## src/rtl/lsu_ctrl.sv

```systemverilog
// Load/store unit between execute and byte-addressed data memory: legality and
// alignment checks, byte-lane steering, load extension and a registered response.
module lsu_ctrl #(
  parameter int ADDR_W          = 32,
  parameter int LOAD_MIS_CAUSE  = 4,
  parameter int STORE_MIS_CAUSE = 6,
  parameter int ILLEGAL_CAUSE   = 2
) (
  input  logic              clk,
  input  logic              rst,
  input  logic              req_valid,
  output logic              req_ready,
  input  logic              req_we,
  input  logic [2:0]        req_funct3,
  input  logic [ADDR_W-1:0] req_addr,
  input  logic [31:0]       req_wdata,
  input  logic              flush,
  output logic              mrd,
  output logic              mwr,
  output logic [ADDR_W-1:0] adr,
  output logic [31:0]       d_in,
  output logic [3:0]        data_out_mask,
  input  logic [31:0]       d_out,
  output logic              resp_valid,
  output logic [31:0]       resp_rdata,
  output logic              resp_exc,
  output logic [3:0]        resp_cause,
  output logic [ADDR_W-1:0] resp_tval
);

  typedef enum logic [1:0] {IDLE, MEM, RESP, FAULT} state_t;

  state_t     state;
  logic       we_q;
  logic [2:0] f3_q;
  logic [1:0] lane_q;
  logic       rvld_q;

  logic        accept, illegal, misal;
  logic [3:0]  cause_c, mask_c;
  logic [31:0] din_c, ld_ext;
  logic [7:0]  byte_sel;
  logic [15:0] half_sel;

  // req_ready depends on rst so it reads 0 while reset is held
  assign req_ready  = rst & (state == IDLE) & ~flush;
  assign accept     = req_valid & req_ready;
  assign resp_valid = rvld_q & ~flush;

  always_comb begin
    illegal = req_we ? (req_funct3 >= 3'b011)
                     : (req_funct3 == 3'b011 || req_funct3 == 3'b110 || req_funct3 == 3'b111);
    misal   = (req_funct3[1:0] == 2'b01 && req_addr[0]) ||
              (req_funct3[1:0] == 2'b10 && req_addr[1:0] != 2'b00);
    // illegal funct3 takes priority over misalignment
    if (illegal)     cause_c = 4'(ILLEGAL_CAUSE);
    else if (req_we) cause_c = 4'(STORE_MIS_CAUSE);
    else             cause_c = 4'(LOAD_MIS_CAUSE);

    case (req_funct3[1:0])
      2'b00: begin
        mask_c = 4'b0001 << req_addr[1:0];
        din_c  = {4{req_wdata[7:0]}};
      end
      2'b01: begin
        mask_c = req_addr[1] ? 4'b1100 : 4'b0011;
        din_c  = {2{req_wdata[15:0]}};
      end
      default: begin
        mask_c = 4'b1111;
        din_c  = req_wdata;
      end
    endcase
  end

  always_comb begin
    byte_sel = d_out[{lane_q, 3'b000} +: 8];
    half_sel = lane_q[1] ? d_out[31:16] : d_out[15:0];
    case (f3_q)
      3'b000:  ld_ext = {{24{byte_sel[7]}}, byte_sel};
      3'b001:  ld_ext = {{16{half_sel[15]}}, half_sel};
      3'b010:  ld_ext = d_out;
      3'b100:  ld_ext = {24'd0, byte_sel};
      3'b101:  ld_ext = {16'd0, half_sel};
      default: ld_ext = 32'd0;
    endcase
  end

  always_ff @(posedge clk or negedge rst) begin
    if (!rst) begin
      state         <= IDLE;
      we_q          <= 1'b0;
      f3_q          <= 3'd0;
      lane_q        <= 2'd0;
      rvld_q        <= 1'b0;
      mrd           <= 1'b0;
      mwr           <= 1'b0;
      adr           <= '0;
      d_in          <= 32'd0;
      data_out_mask <= 4'd0;
      resp_rdata    <= 32'd0;
      resp_exc      <= 1'b0;
      resp_cause    <= 4'd0;
      resp_tval     <= '0;
    end else begin
      case (state)
        IDLE: if (accept) begin
          we_q   <= req_we;
          f3_q   <= req_funct3;
          lane_q <= req_addr[1:0];
          if (illegal || misal) begin
            state      <= FAULT;
            rvld_q     <= 1'b1;
            resp_exc   <= 1'b1;
            resp_cause <= cause_c;
            resp_tval  <= req_addr;
            resp_rdata <= 32'd0;
          end else begin
            state         <= MEM;
            mrd           <= ~req_we;
            mwr           <= req_we;
            adr           <= {req_addr[ADDR_W-1:2], 2'b00};
            d_in          <= din_c;
            data_out_mask <= mask_c;
          end
        end
        MEM: begin
          // a flushed store has already committed; only its response is dropped
          state      <= RESP;
          mrd        <= 1'b0;
          mwr        <= 1'b0;
          rvld_q     <= ~flush;
          resp_exc   <= 1'b0;
          resp_rdata <= we_q ? 32'd0 : ld_ext;
        end
        default: begin
          state    <= IDLE;
          rvld_q   <= 1'b0;
          resp_exc <= 1'b0;
        end
      endcase
    end
  end

endmodule
```

## config.mk

```make
export PLATFORM = sky130hd
export DESIGN_NAME = lsu_ctrl
export DESIGN_NICKNAME = d
export VERILOG_FILES = /design/src/rtl/lsu_ctrl.sv
export SDC_FILE = /design/constraint.sdc
export NUM_CORES = 1
export LEC_CHECK = 0
export CORE_ASPECT_RATIO = 1.5
export CORE_MARGIN = 8
export CORE_UTILIZATION = 44
export DETAILED_ROUTE_END_ITERATION = 10
export GPL_ROUTABILITY_DRIVEN = 0
export PLACE_DENSITY = 0.81
export SLEW_MARGIN = 10
export SYNTH_ARGS = -nofsm -noshare
export SYNTH_HDL_FRONTEND = slang
export SYNTH_SLANG_ARGS = --single-unit
```

## constraint.sdc

```tcl
create_clock -name clk -period 2.1 [get_ports clk]
set_clock_uncertainty 0.05 [all_clocks]
set_input_delay 0.21 -clock clk [delete_from_list [all_inputs] [get_ports clk]]
set_output_delay 0.21 -clock clk [all_outputs]
set_load 0.01 [all_outputs]
```

### After elaboration in Yosys (flattened, before gate mapping)

Cells that the tools add are included.

* order comparisons: 1
* equality and inequality tests: 13
* shift-type cells: 2
* muxes and demuxes: 25
* bitwise operators: 7
* reduce and logical (&&, ||, !) cells: 17

Operator list (number)
* one-hot mux 32 bit (5 select lines): 1
* one-hot mux 32 bit (2 select lines): 2
* two-way mux 32 bit: 3
* indexed part select 32 x 6 -> 8 bit: 1
* two-way mux 16 bit: 1
* equality test 3 bit (second input constant): 4
* AND reduction 3 bit: 4
* two-way mux 1 bit: 8
* two-way mux 4 bit: 2
* one-hot mux 4 bit (2 select lines): 1
* equality test 3 x 2 -> 1 bit (second input constant): 2
* two-way mux 2 bit: 3
* one-hot mux 1 bit (2 select lines): 3
* bitwise AND 1 bit: 4
* equality test 2 x 1 -> 1 bit (second input constant): 2
* zero test 2 bit: 2
* logical OR 1 bit: 4
* inequality test 2 bit (second input constant): 2
* one-hot mux 2 bit (2 select lines): 1
* AND reduction 2 bit: 2
* nonzero test 2 bit: 2
* << shifter 1 x 2 -> 4 bit (first input constant): 1
* equality test 3 x 1 -> 1 bit (second input constant): 1
* >= comparator 3 x 2 -> 1 bit (second input constant): 1
* 5 further kinds: 8

* bits in registers: 146
* output and inout port bits: 141

### Depth between registers and ports, before layout

* depth in word-level cells: 8
* gate-level depth with buffers: 7
* gate-level depth less buffers: 4

### Worst setup path after synthesis

No wires, ideal clock.

* kind: reg-to-reg
* start point: reg state[0]
* end point: reg resp_tval[29]
* data arrival time: 1.704 ns
* setup slack: 0.218 ns
* stages on the path, launching flop included: 7
* buffers on the path: 3
* clock period less this slack: 1.882 ns
* path through: dfrtp_1 -> buf_2 -> nor4b_4 -> nand4bb_1 -> buf_4 -> buf_6 -> mux2_1

* word-level cells in the longest chain between the ends: 5

RTL lines
* start: declaration: RTL line 33 `state_t state;`
* start signal: assignment: RTL line 91 `state <= IDLE;`
* start signal: assignment: RTL line 112 `state <= FAULT;`
* start signal: assignment: RTL line 119 `state <= MEM;`
* zero test 2 bit: RTL line 46 `assign req_ready = rst & (state == IDLE) & ~flush;`
* bitwise AND 1 bit (2 in a row): RTL line 46
* named net req_ready: RTL line 12 `output logic req_ready,`
* bitwise AND 1 bit: RTL line 47 `assign accept = req_valid & req_ready;`
* AND reduction 3 bit (no line)
* end signal: assignment: RTL line 116 `resp_tval <= req_addr;`
* end: declaration: RTL line 28 `output logic [ADDR_W-1:0] resp_tval`

The timed path passes the listed nets, and every way through them passes these cells.
A chain may end at the register's enable or synchronous reset.

### Final worst setup path

* start point: reg state[1]
* end point: reg adr[2]

* word-level cells in the longest chain between the ends: 5

RTL lines
* zero test 2 bit *: RTL line 46, 106
* bitwise AND 1 bit (2 in a row): RTL line 46
* bitwise AND 1 bit: RTL line 47
* AND reduction 3 bit (no line) *
* end signal: assignment: RTL line 122 `adr <= {req_addr[ADDR_W-1:2], 2'b00};`
* end: declaration: RTL line 20 `output logic [ADDR_W-1:0] adr,`

Every way passes the cells marked *; elsewhere a longest branch is shown, timed or not.

==> impl_metrics.tcl <==
set metrics [dict create \
    status "finished, final reports clean" \
    seq_power_share_pct 37.4 \
    path_cells "nor4b_4 > buf_4 > o211ai_4 > buf_12 > mux2_1" \
    hold_slack_ns 0.369 \
    r2r_slack_ns 0.22 \
    fin_crit_ns 1.88 \
    area_growth_pct 54.8 \
    clk_latency_ns 0.40 \
    internal_power_w 0.00740 \
    final_cell_area_um2 9620 \
    grtUsageTotal_pct 20.7 \
    dp_hpwl_um 14300 \
    drive_above_1_share_pct 17.5 \
    p_switching_w 0.00306 \
    dpl_cell_area_um2 8980 \
    hp-start "req_addr[4]" \
    syn_inst 501 \
    post-route-util_pct 69.1 \
    crit_path_max_fanout 29 \
    grt_setup_unrepaired "no" \
    min_path_cells 2 \
    die_y_um 162 \
    n_antenna_cell 0 \
    r2r-start "state[1]" \
    setup_viol 0 \
    p_comb_share_pct 31.8 \
    cts_tree "done" \
    yosysSeqAreaShare_pct 58.0 \
    p_per_area_nw_per_um2 1090 \
    post-route-period-util_pct 89.7 \
    initial_core_util_pct 44.6 \
    min_path_type "input pin to flip-flop" \
    slew_headroom_pct 38.8 \
    core_area_um2 13900 \
    drt-initial-drc-count 273 \
    routedWlPerCell_um 20.2 \
    critPathMaxStageDelay_ns 0.46 \
    htreeDepth 4 \
    critPathKind "flip-flop to flip-flop" \
    r2r-end "adr[2]" \
    yosysTopAreaCell "dfrtp_1" \
    tns_ns 0 \
    required_ns 2.34 \
    hold_violations 0 \
    yosysTopAreaCellShare_pct 58.0 \
    die_w_um 113 \
    routed_wl_um 18900 \
    switching_share_pct 29.3 \
    dieArea_um2 18300 \
    post_synth.cell_area_avg_um2 12.4 \
    yosys-top-cells-area "dfrtp_1 58%, mux2_2 11%, mux2i_1 3.9%" \
    slew_violations 0 \
    grt_antenna_before_repair 0 \
    maxCapViolCount 0 \
    critPathArrivalTime_ns 2.13 \
    globalRouteOverflowTotal 0 \
    root_buffer "clkbuf_16" \
    grt_pass1_vias 5441 \
    clkTransAtPathRegs_ns 0.07 \
    clkPwrFrac_pct 30.8 \
    worst_pin_slew_ns 0.915 \
    syn_area_um2 6220 \
    vias 5091 \
    io_pins 245 \
    synth_cell_types 40 \
    ant_nets 0 \
    start_kind "flip-flop" \
    power_w 0.0105 \
    fp-row-count 53 \
    cp_slowest_cell "dfrtp_1" \
    drc_errors 0 \
    portBuffers 240 \
    grt_pass1_wl_um 29600 \
    avgViaCountPerCell 5.44 \
    drtPass1Iterations 6 \
    numCtsBuffers 17 \
    hold_path_end "adr[4]" \
    ys_ff_latch 144 \
    cp-startpoint "state[1]" \
    ir_worst_vdd_uv 605 \
    clock.fmax_ghz 0.531 \
    grt_max_degree 145 \
    p_leak_nw 4.28 \
    clockBufferDepth 2 \
    r2r_cells 5 \
    yosys_warnings 0 \
    nNetsFinal 861 \
    worst_setup_path_end_kind "flip-flop" \
    cts.sink_count 144 \
]
## cell type report
cell class	instances	area, um^2
multi-input cells	315	2430
clock inverters	14	199
fillers	988	4300
well taps	165	206
clock buffers	18	439
flip-flops and latches	144	3600
inverters	6	22.5
repair buffers	273	2730
## power groups by stage
stage	clock network [W]	registers [W]	logic (W)
3_5_place_dp	0	0.00395	0.00337
4_1_cts	0.00328	0.00391	0.00338
6_report	0.00322	0.00391	0.00333
3_3_place_gp	0	0.00391	0.00328
5_1_grt	0.00341	0.00399	0.00355
2_1_floorplan	0	0.00422	0.000969
## cells by family (layout without fill, tap and decap cells)
| logic type | Yosys count | after routing | synth area share, % |
|---|---|---|---|
| AOI/OAI and AO/OA | 120 | 120 | 13.1 |
| buffers and inverters | 45 | 311 | 3.42 |
| DFF | 144 | 144 | 58.0 |
| muxes | 107 | 107 | 19.1 |
| other | 1 | 4 | 0.0603 |
| and+or+nand+nor | 84 | 84 | 6.34 |
## synthesized netlist by cell type
cell type	n
a211oi_1	2
a21o_1	19
a21oi_1	12
a221oi_1	9
a222oi_1	8
a31oi_1	17
and2_0	1
and2_1	1
buf_1	2
buf_2	14
buf_4	5
buf_6	1
clkbuf_1	17
conb_1	1
dfrtp_1	144
inv_1	6
mux2_1	19
mux2_2	63
mux2i_1	24
mux4_2	1
nand2_1	51
nand2b_1	2
nand3_1	3
nand3b_1	1
nand4b_1	1
nand4bb_1	1
nor2_1	13
nor2b_1	3
nor3_1	1
nor3b_1	1
nor3b_2	1
nor4_1	1
nor4b_4	1
o211ai_2	1
o21a_1	1
o21ai_0	32
o21ai_1	3
o21bai_1	1
o2bb2ai_1	15
or2_2	2
## worst max-delay path by stage
stage                         end  slack (ns)  depth (start not counted)
floorplan           resp_tval[29]        0.22                          6
CTS                     req_ready        0.21                          2
finish                     adr[2]        0.22                          5
global route             d_in[21]        0.11                          6
global placement     resp_tval[6]       -0.03                          6
detailed placement       d_in[15]       -0.11                          5
## placed cells by master, fill, tap and decap left out, types with 15 or more instances in the layout
| cell | Yosys | final |
|---|---|---|
| a31oi_1 | 17 | 17 |
| mux2i_1 | 24 | 24 |
| mux2_2 | 63 | 63 |
| o2bb2ai_1 | 15 | 15 |
| buf_4 | 5 | 26 |
| nand2_1 | 51 | 51 |
| clkbuf_16 | 0 | 17 |
| o21ai_0 | 32 | 32 |
| mux2_1 | 19 | 19 |
| clkdlybuf4s50_1 | 0 | 238 |
| dfrtp_1 | 144 | 144 |
| a21o_1 | 19 | 19 |
## state kept, by name (all words and copies together) (netlist names)
signal and flops:
d_in 32, state 2, resp_tval 32, rvld_q 1, we_q 1, mwr 1
data_out_mask 4, lane_q 2, f3_q 3, adr 30, resp_rdata 32, resp_exc 1
resp_cause 2, mrd 1
## layer usage
layer | global-route usage [%] | part of all wire (%) | vias to the layer above
met5 | 0 | 0 | -
met4 | 9.25 | 3.2 | 0
met3 | 6.50 | 7.8 | 35
met2 | 36.5 | 52 | 227
met1 | 22.2 | 37 | 2507
li1 | - | - | 2322
## per-stage QoR
stage / setup slack (ns) / instances
4_1_cts: 0.214 / 935
5_1_grt: 0.110 / 935
3_3_place_gp: -0.0252 / 902
2_1_floorplan: 0.218 / 504
3_5_place_dp: -0.106 / 902
6_report: 0.215 / 935
## repair_timing
item | 4_1_cts | 5_1_grt
endpoints found under the setup margin | 1 | 0
setup buffers | 0 | 0
hold endpoints to repair | 144 | 0
resized for setup | 1 | 0
hold buffers | 1 | 0
## critical path: cells and delay by family (launching register included)
| family | cells | cell delay (ns) |
|---|---|---|
| compound gates | 1 | 0.10 |
| buf+inv | 2 | 0.39 |
| flops | 1 | 0.46 |
| mux | 1 | 0.33 |
| simple gates | 1 | 0.41 |
No activity file was read; power rests on OpenSTA's default activity.
==> edit, RTL diff (same settings) <==
The 4 states of `state_t` get a one-hot encoding in 4 bits.
--- a/src/rtl/lsu_ctrl.sv
+++ b/src/rtl/lsu_ctrl.sv
@@ -28,7 +28,7 @@
   output logic [ADDR_W-1:0] resp_tval
 );
 
-  typedef enum logic [1:0] {IDLE, MEM, RESP, FAULT} state_t;
+  typedef enum logic [3:0] {IDLE = 4'b0001, MEM = 4'b0010, RESP = 4'b0100, FAULT = 4'b1000} state_t;
 
   state_t     state;
   logic       we_q;
Check against the original RTL: no difference found for any inputs over 4 cycles, from zero or initial values and one cycle with rst low; so few cycles prove little.
==> edit against the unedited design <==
Critical path depth down 2; total power shrank 6.0%; largest power group unchanged; count of clock-buffer cells in the layout increased by 1; clock power about the same; cell area up 0.99%; non-clock buffer count down 1; synthesized area increased by 2.4%; sequential cell count grew 2; wire length up 8.4%; worst hold slack got worse by 66 ps; largest cell class unchanged; setup slack lost 110 ps; sequential share of layout area up 0.16 points; first-iteration DRC count rose by 38%.
==> edit: results (changes against the unedited design) <==
** Synthesis
- Gate count after technology mapping :: 642 (was 501)
- Synth top cells by count :: sky130_fd_sc_hd__nand2_1, sky130_fd_sc_hd__dfrtp_1, sky130_fd_sc_hd__o21ai_0, sky130_fd_sc_hd__a21oi_1, sky130_fd_sc_hd__o2bb2ai_1 (was sky130_fd_sc_hd__dfrtp_1, sky130_fd_sc_hd__mux2_2, sky130_fd_sc_hd__nand2_1, sky130_fd_sc_hd__o21ai_0, sky130_fd_sc_hd__mux2i_1)
- Multiplexer share of the synthesized area :: 6.31% (was 19.1%)
- The complex-gate fraction of the synthesized area was 13.4% (was 13.1%).
- Main area contributors after synthesis: sky130_fd_sc_hd__dfrtp_1, sky130_fd_sc_hd__nand2_1, sky130_fd_sc_hd__mux2i_1, sky130_fd_sc_hd__o2bb2ai_1, sky130_fd_sc_hd__o21ai_0 (was sky130_fd_sc_hd__dfrtp_1, sky130_fd_sc_hd__mux2_2, sky130_fd_sc_hd__mux2i_1, sky130_fd_sc_hd__mux2_1, sky130_fd_sc_hd__nand2_1).
- The dominant combinational cell family by area after synthesis is simple AND/OR/NAND/NOR gates (was multiplexers).

** GRT
- The first-pass GRT wire length came to 32.2 mm (was 29.6 mm).
- Met2 capacity usage during global routing :: 38.7% (was 36.5%)
- The number of global-route vias before repair is 5799 (was 5441).
- The global routing usage summed across all routing layers came to 22.4% (was 20.7%).
- Met1 global-route usage :: 25.0% (was 22.2%)

** Cells and area
- The final net count was 996 (was 861).
- Buffers excl. clock :: 272 (was 273)
- The area of all sequential standard cells came to 3650 sq um (was 3600 sq um).
- The multi-input logic area is 2460 sq um (was 2430 sq um).
- Clock buffer instance count of the final layout :: 19 (was 18)
- The final non-filler cell area is 9720 sq um (was 9620 sq um).
- The area fraction of clock buffers and clock inverters is 6.44% (was 6.63%).
- Post-Layout Cell Count :: 1100 (was 935)
- Number of multi-input logic gates :: 449 (was 315)
- Count of flip-flops and latches :: 146 (was 144)

** Power
- The maximum VDD drop is 0.564 mV (was 0.605 mV).
- Pwr per Cell Area :: 1010 nW/um^2 (was 1090 nW/um^2)
- Switching power :: 2.86 mW (was 3.06 mW)

** Detailed routing
- Pre-Repair DR Iteration Count :: 4 (was 6)
- Drt initial violations :: 376 (was 273)
- The via count was 5535 (was 5091).
- The total length of routed met3 wires was 1.36 mm (was 1.47 mm).
- The detailed-route wire length per cell was 18.6 um (was 20.2 um).
- The length of routed wiring on met1 was 7.80 mm (was 7.04 mm).

** Placed design
- HPWL after detailed placement :: 15.0 mm (was 14.3 mm)
- Post-Place Cell Area :: 9080 sq um (was 8980 sq um)

** STA
- The post-layout minimum cycle time is 2000 ps (was 1880 ps).
- The worst slack on hold paths was 304 ps (was 369 ps).

** Status
- Outcome :: finished clean (unchanged)

** Floorplan
- Number of placement rows :: 54 (was 53)

** Critical path
- CP max FO :: 3 (was 29)
[edit: cell types whose count changed in the layout (fill, tap and decap cells not counted), sizes merged, moves of 4 or more]
cell	unedited run	this run
a21o	19	2
a222oi	8	4
mux2i	24	30
nor2	13	21
a31oi	17	1
a221oi	9	13
inv	12	7
nand2	51	240
mux2	82	9
a21oi	12	33
o2bb2ai	15	32
[edit: final timing paths]
| path | start | endpoint | cells after the start |
|---|---|---|---|
| max | state[0]$_DFFE_PN1P_ | req_ready | 3 |
| min | req_addr[25] | resp_tval[25]$_DFFE_PN0P_ | 3 |
| max reg2reg | lane_q[0]$_DFFE_PN0P_ | resp_rdata[14]$_DFFE_PN0P_ | 6 |
| min reg2reg | adr[14]$_DFFE_PN0P_ | adr[14]$_DFFE_PN0P_ | 2 |
| max in group asynchronous | rst | rvld_q$_DFFE_PN0P_ | 3 |
| min in group asynchronous | rst | d_in[20]$_DFFE_PN0P_ | 3 |
